$ cat src/rtl/cnn_pkg.sv
// Shared types and sizing helpers for the CNN patch streaming blocks.
package cnn_pkg;

    localparam int DW_DEFAULT = 8;

    typedef enum logic [2:0] {
        ST_IDLE,
        ST_FETCH,
        ST_LAST,
        ST_EMIT,
        ST_DONE
    } ps_state_t;

    // Number of output positions along one axis of a padded, strided convolution.
    function automatic int conv_out_size(input int n, input int k, input int s, input int p);
        return (n + 2 * p - k) / s + 1;
    endfunction

    function automatic int clog2_min1(input int v);
        return (v <= 2) ? 1 : $clog2(v);
    endfunction

endpackage

$ cat src/rtl/patch_addr_gen.sv
// Maps an output position (row, col) and a window offset (m, n) to an image
// read address, flagging offsets that fall into the zero-padding border.
module patch_addr_gen
    import cnn_pkg::*;
#(
    parameter int H  = 5,
    parameter int W  = 5,
    parameter int K  = 3,
    parameter int S  = 1,
    parameter int P  = 1,
    parameter int AW = clog2_min1(H * W),
    parameter int RW = clog2_min1(conv_out_size(H, K, S, P)),
    parameter int CW = clog2_min1(conv_out_size(W, K, S, P)),
    parameter int KW = clog2_min1(K)
) (
    input  logic [RW-1:0] row,
    input  logic [CW-1:0] col,
    input  logic [KW-1:0] m,
    input  logic [KW-1:0] n,
    output logic [AW-1:0] addr,
    output logic          in_bounds
);

    // Wide enough that row*S - P never wraps for any sane parameter set.
    localparam int XW = AW + clog2_min1(S + P + K) + 2;

    localparam logic signed [XW-1:0] S_X = XW'(S);
    localparam logic signed [XW-1:0] P_X = XW'(P);
    localparam logic signed [XW-1:0] H_X = XW'(H);
    localparam logic signed [XW-1:0] W_X = XW'(W);

    logic signed [XW-1:0] x;
    logic signed [XW-1:0] y;

    always_comb begin
        x = $signed(XW'(row)) * S_X - P_X + $signed(XW'(m));
        y = $signed(XW'(col)) * S_X - P_X + $signed(XW'(n));
        in_bounds = !x[XW-1] && (x < H_X) && !y[XW-1] && (y < W_X);
        // In bounds, x*W + y < H*W, so the narrow product cannot overflow.
        addr = in_bounds ? (x[AW-1:0] * AW'(W) + y[AW-1:0]) : '0;
    end

endmodule

$ cat src/rtl/patch_streamer.sv
// Sweeps a KxK window over an HxW image in synchronous memory, one pixel per
// cycle, and hands each assembled patch downstream on a valid/ready stream.
//
//   state    | meaning
//   ---------+----------------------------------------------------------
//   ST_IDLE  | waiting for start
//   ST_FETCH | issuing one element read (or pad) per cycle, e = 0..K*K-1
//   ST_LAST  | capturing the final element returned by memory
//   ST_EMIT  | patch_valid high, holding patch until patch_ready
//   ST_DONE  | one-cycle done pulse after the last patch handshake
module patch_streamer
    import cnn_pkg::*;
#(
    parameter int H  = 5,
    parameter int W  = 5,
    parameter int K  = 3,
    parameter int S  = 1,
    parameter int P  = 1,
    parameter int DW = DW_DEFAULT
) (
    input  logic                  clk,
    input  logic                  rst_n,
    input  logic                  start,
    output logic                  busy,
    output logic                  done,
    output logic                  mem_rd_en,
    output logic [clog2_min1(H*W)-1:0] mem_addr,
    input  logic [DW-1:0]         mem_rdata,
    output logic                  patch_valid,
    input  logic                  patch_ready,
    output logic [K*K*DW-1:0]     patch_data,
    output logic [clog2_min1(conv_out_size(H, K, S, P))-1:0] patch_row,
    output logic [clog2_min1(conv_out_size(W, K, S, P))-1:0] patch_col
);

    localparam int OH = conv_out_size(H, K, S, P);
    localparam int OW = conv_out_size(W, K, S, P);
    localparam int AW = clog2_min1(H * W);
    localparam int RW = clog2_min1(OH);
    localparam int CW = clog2_min1(OW);
    localparam int KK = K * K;
    localparam int EW = clog2_min1(KK);
    localparam int KW = clog2_min1(K);

    localparam logic [EW-1:0] E_LAST   = EW'(KK - 1);
    localparam logic [KW-1:0] N_LAST   = KW'(K - 1);
    localparam logic [RW-1:0] ROW_LAST = RW'(OH - 1);
    localparam logic [CW-1:0] COL_LAST = CW'(OW - 1);

    ps_state_t     state;
    logic [RW-1:0] row_q;
    logic [CW-1:0] col_q;
    logic [EW-1:0] e_q;
    logic [KW-1:0] m_q;
    logic [KW-1:0] n_q;
    logic          tag_valid;
    logic [EW-1:0] tag_e;
    logic          tag_pad;

    logic [AW-1:0] gen_addr;
    logic          gen_in_bounds;

    patch_addr_gen #(
        .H (H),
        .W (W),
        .K (K),
        .S (S),
        .P (P),
        .AW(AW),
        .RW(RW),
        .CW(CW),
        .KW(KW)
    ) u_addr_gen (
        .row      (row_q),
        .col      (col_q),
        .m        (m_q),
        .n        (n_q),
        .addr     (gen_addr),
        .in_bounds(gen_in_bounds)
    );

    assign mem_rd_en = (state == ST_FETCH) && gen_in_bounds;
    assign mem_addr  = mem_rd_en ? gen_addr : '0;
    assign patch_row = row_q;
    assign patch_col = col_q;

    always_ff @(posedge clk) begin
        if (!rst_n) begin
            state       <= ST_IDLE;
            row_q       <= '0;
            col_q       <= '0;
            e_q         <= '0;
            m_q         <= '0;
            n_q         <= '0;
            tag_valid   <= 1'b0;
            tag_e       <= '0;
            tag_pad     <= 1'b0;
            patch_data  <= '0;
            patch_valid <= 1'b0;
            busy        <= 1'b0;
            done        <= 1'b0;
        end else begin
            // Memory data for the element tagged last cycle arrives now.
            if (tag_valid) begin
                patch_data[tag_e*DW +: DW] <= tag_pad ? '0 : mem_rdata;
            end
            tag_valid <= 1'b0;

            case (state)
                ST_IDLE: begin
                    if (start) begin
                        row_q      <= '0;
                        col_q      <= '0;
                        e_q        <= '0;
                        m_q        <= '0;
                        n_q        <= '0;
                        patch_data <= '0;
                        busy       <= 1'b1;
                        state      <= ST_FETCH;
                    end
                end

                ST_FETCH: begin
                    tag_valid <= 1'b1;
                    tag_e     <= e_q;
                    tag_pad   <= !gen_in_bounds;
                    if (e_q == E_LAST) begin
                        state <= ST_LAST;
                    end else begin
                        e_q <= e_q + EW'(1);
                        if (n_q == N_LAST) begin
                            n_q <= '0;
                            m_q <= m_q + KW'(1);
                        end else begin
                            n_q <= n_q + KW'(1);
                        end
                    end
                end

                ST_LAST: begin
                    patch_valid <= 1'b1;
                    state       <= ST_EMIT;
                end

                ST_EMIT: begin
                    if (patch_ready) begin
                        patch_valid <= 1'b0;
                        if (row_q == ROW_LAST && col_q == COL_LAST) begin
                            done  <= 1'b1;
                            state <= ST_DONE;
                        end else begin
                            if (col_q == COL_LAST) begin
                                col_q <= '0;
                                row_q <= row_q + RW'(1);
                            end else begin
                                col_q <= col_q + CW'(1);
                            end
                            e_q        <= '0;
                            m_q        <= '0;
                            n_q        <= '0;
                            patch_data <= '0;
                            state      <= ST_FETCH;
                        end
                    end
                end

                ST_DONE: begin
                    done  <= 1'b0;
                    busy  <= 1'b0;
                    state <= ST_IDLE;
                end

                default: state <= ST_IDLE;
            endcase
        end
    end

endmodule

$ cat config.mk
export PLATFORM = sky130hd
export DESIGN_NAME = patch_streamer
export DESIGN_NICKNAME = d
export VERILOG_FILES = /design/src/rtl/cnn_pkg.sv /design/src/rtl/patch_addr_gen.sv /design/src/rtl/patch_streamer.sv
export SDC_FILE = /design/constraint.sdc
export NUM_CORES = 1
export LEC_CHECK = 0
export CAP_MARGIN = 40
export CORE_MARGIN = 1
export CORE_UTILIZATION = 58
export CTS_BUF_LIST = sky130_fd_sc_hd__clkbuf_2
export DETAILED_ROUTE_END_ITERATION = 10
export PLACE_DENSITY_LB_ADDON = 0.1
export SKIP_LAST_GASP = 1
export SLEW_MARGIN = 25
export SYNTH_ARGS = -nofsm -noshare
export SYNTH_HDL_FRONTEND = slang
export SYNTH_SLANG_ARGS = --single-unit
$ cat constraint.sdc
create_clock -name clk -period 11.6 [get_ports clk]
set_input_delay 2.9 -clock clk [delete_from_list [all_inputs] [get_ports clk]]
set_output_delay 2.9 -clock clk [all_outputs]
set_load 0.005 [all_outputs]
==> reports/results.ini <==
[critical_path]
path_max_fanout = 6
reg2reg_from = patch_col[0]$_SDFFE_PN0P_
rrSetupSlack_ns = 8.80
crit_required_ns = 8.70
cp_top_family = adder cells
cp_slowest_stage_delay_ns = 0.51
worstPathArrival_ns = 4.47
startpoint = patch_row[0]$_SDFFE_PN0P_
critical_path.startpoint_type = flip-flop
path_class = flip-flop to primary output
crit_chain = inv_1 > ha_1 > inv_1 > ha_1 > a21o_1 > nand2_1 > ha_1 > inv_1 > ha_1 > inv_1 > fa_1 > inv_1 > ha_1 > a21oi_1 > xor2_1 > and2_1 > clkdlybuf4s50_1
end_kind = primary output
critical_path_buf_inv_count = 6
worst_path_max_delay_cell = fa_1

[global_routing]
grt_pass1_wl_mm = 18.7
grt_overflow_total = 0
grt_max_degree = 75
grt_use_total_pct = 27.2
antenna_found_initial = 0
grt_pass1_vias = 3848

[clocking]
numCtsBuffers = 9
cts_setup_buffers = 0
cts.repair.resized = 0
cts-root-buf = clkbuf_2
cts_hold_buf = 0
cts_sinks = 98
clkTransAtPathRegs_ns = 0.27
cts_tree = done
clk_latency_ns = 0.59
htree_num_levels = 3
clock_path_buffers = 2

[timing]
tightest_slew_ns = 0.836
hold_slack_ns = 0.468
tns_ns = 0
finalMaxSlewViolations = 0
post-route-period-util_pct = 63.5
fin_crit_ns = 7.37
final_hold_viol_count = 0
fmax_mhz = 136
grt_setup_unrepaired = false
finalSetupViolations = 0
fin_skew_ns = 0.0297
relSlewSlack_pct = 44.3
setup_ws_ns = 4.23

[route]
drtIter0Drc = 199
detail_route.wl_per_cell_um = 16.0
ant_nets = 0
drt_wl_total_mm = 11.9
first_pass_iters = 4
vias = 4260
avgViaCountPerCell = 5.73
post-route-drc-count = 0

[floorplanning]
rows = 33
start_util_pct = 60.1
core_um2 = 8220
die_y_um = 94.3
dieWidth_um = 94.3
die_area_um2 = 8890
ios = 99

[final_layout]
antenna_cells = 0
drive_above_1_share_pct = 5.64
stdcell_count = 743
final_util_pct = 74.2
final_cell_mix = dfxtp_1 (98), clkdlybuf4s50_1 (98), nor2_1 (59)
design_area_um2 = 6100
final_nets = 675
area_delta_synth_final_pct = 23.5

[flow_run]
drv_cap = 0

[place]
placed_cell_area_um2 = 5970
dp_hpwl_mm = 8.97
post-place-ws_ns = 4.88
gp_congestion = 0.865
io_buffers = 98
placed_cells = 725

[yosys]
yosysWarnings = 0
synth_edf_count = 0
synth_top_flop_cell = dfxtp_1
synth_seq_cells = 98
syn_inst = 543
async_flop_share_pct = 0
syn-num-nets = 585
avgSynthCellArea_um2 = 9.09
synth_cell_types = 57
syn_area_um2 = 4940
seq_area_frac_synth_pct = 39.7

[outcome]
status = finished clean

[power]
ir_drop_uv = 65.7
power.total_uw = 569
powerDensity_nw_per_um2 = 93.2
p_leak_nw = 2.32

[worst_hold_path]
holdCritStartpoint = patch_data[0]$_SDFF_PN0_
hp-class = flip-flop to flip-flop

[layout make-up]
class                      count  area, um^2
clock buffer                   9        45.0
sequential                    98        1960
clock inverter                 7        63.8
fill                         649        2120
multi-input combinational    390        2760
timing repair buffer         104        1030
tap                          105         131
inverter                      30         113
[worst reg2reg max path: stages, from the launching register on]
cell,delay (ns)
dfxtp_1,0.48
inv_1,0.11
ha_1,0.32
inv_1,0.07
ha_1,0.28
a21o_1,0.13
nand2_1,0.06
ha_1,0.32
nor4b_1,0.24
nand3_1,0.13
nor4_2,0.48
nor2_1,0.09
[logic make-up after synthesis]
group,count (synthesis),share of synthesized area [%]
simple gates,210,24.0
compound gates,98,12.3
flops,98,39.7
buf+inv,55,4.64
mux,41,8.31
fa+ha+maj,30,8.21
xor+xnor,11,2.79
[sequential cells by signal, indices dropped and copies added, names as in the netlist, 2 cells and up]
signal and count:
patch_row 3, m_q 2, n_q 2, state 3, patch_col 3, e_q 4
tag_e 4, patch_data 72
[synth_stat cells (10+ instances only)]
master / n / area [um^2]
dfxtp_1: 98 / 1960
o21ai_0: 12 / 60.1
ha_1: 26 / 325
buf_2: 12 / 60.1
nand2_1: 43 / 161
mux2i_1: 41 / 410
a21oi_1: 54 / 270
nand3_1: 23 / 115
inv_1: 30 / 113
nor2_1: 59 / 221
and2_1: 15 / 93.8
and3b_1: 10 / 87.6
[final timing paths]
kind / to / cells after the start
hold reg to reg: patch_data[0]$_SDFF_PN0_ / 2
setup / recovery: mem_addr[4] / 17
hold / removal: patch_data[0]$_SDFF_PN0_ / 2
setup reg to reg: tag_pad$_SDFFE_PN0P_ / 11
[layer usage]
metal | share of wire, % | GRT usage [%]
met4 | 2.1 | 10.5
met3 | 4.3 | 4.13
met5 | 0 | 0
met2 | 52 | 49.4
met1 | 42 | 31.8
[power breakdown]
part / leakage [nW] / switching [mW] / internal, mW
clock network: 0.0612 / 0.124 / 0.0325
logic: 1.46 / 0.0391 / 0.0284
registers: 0.791 / 0.00390 / 0.341
total: 2.32 / 0.167 / 0.402
No activity file was read; power rests on OpenSTA's default activity.
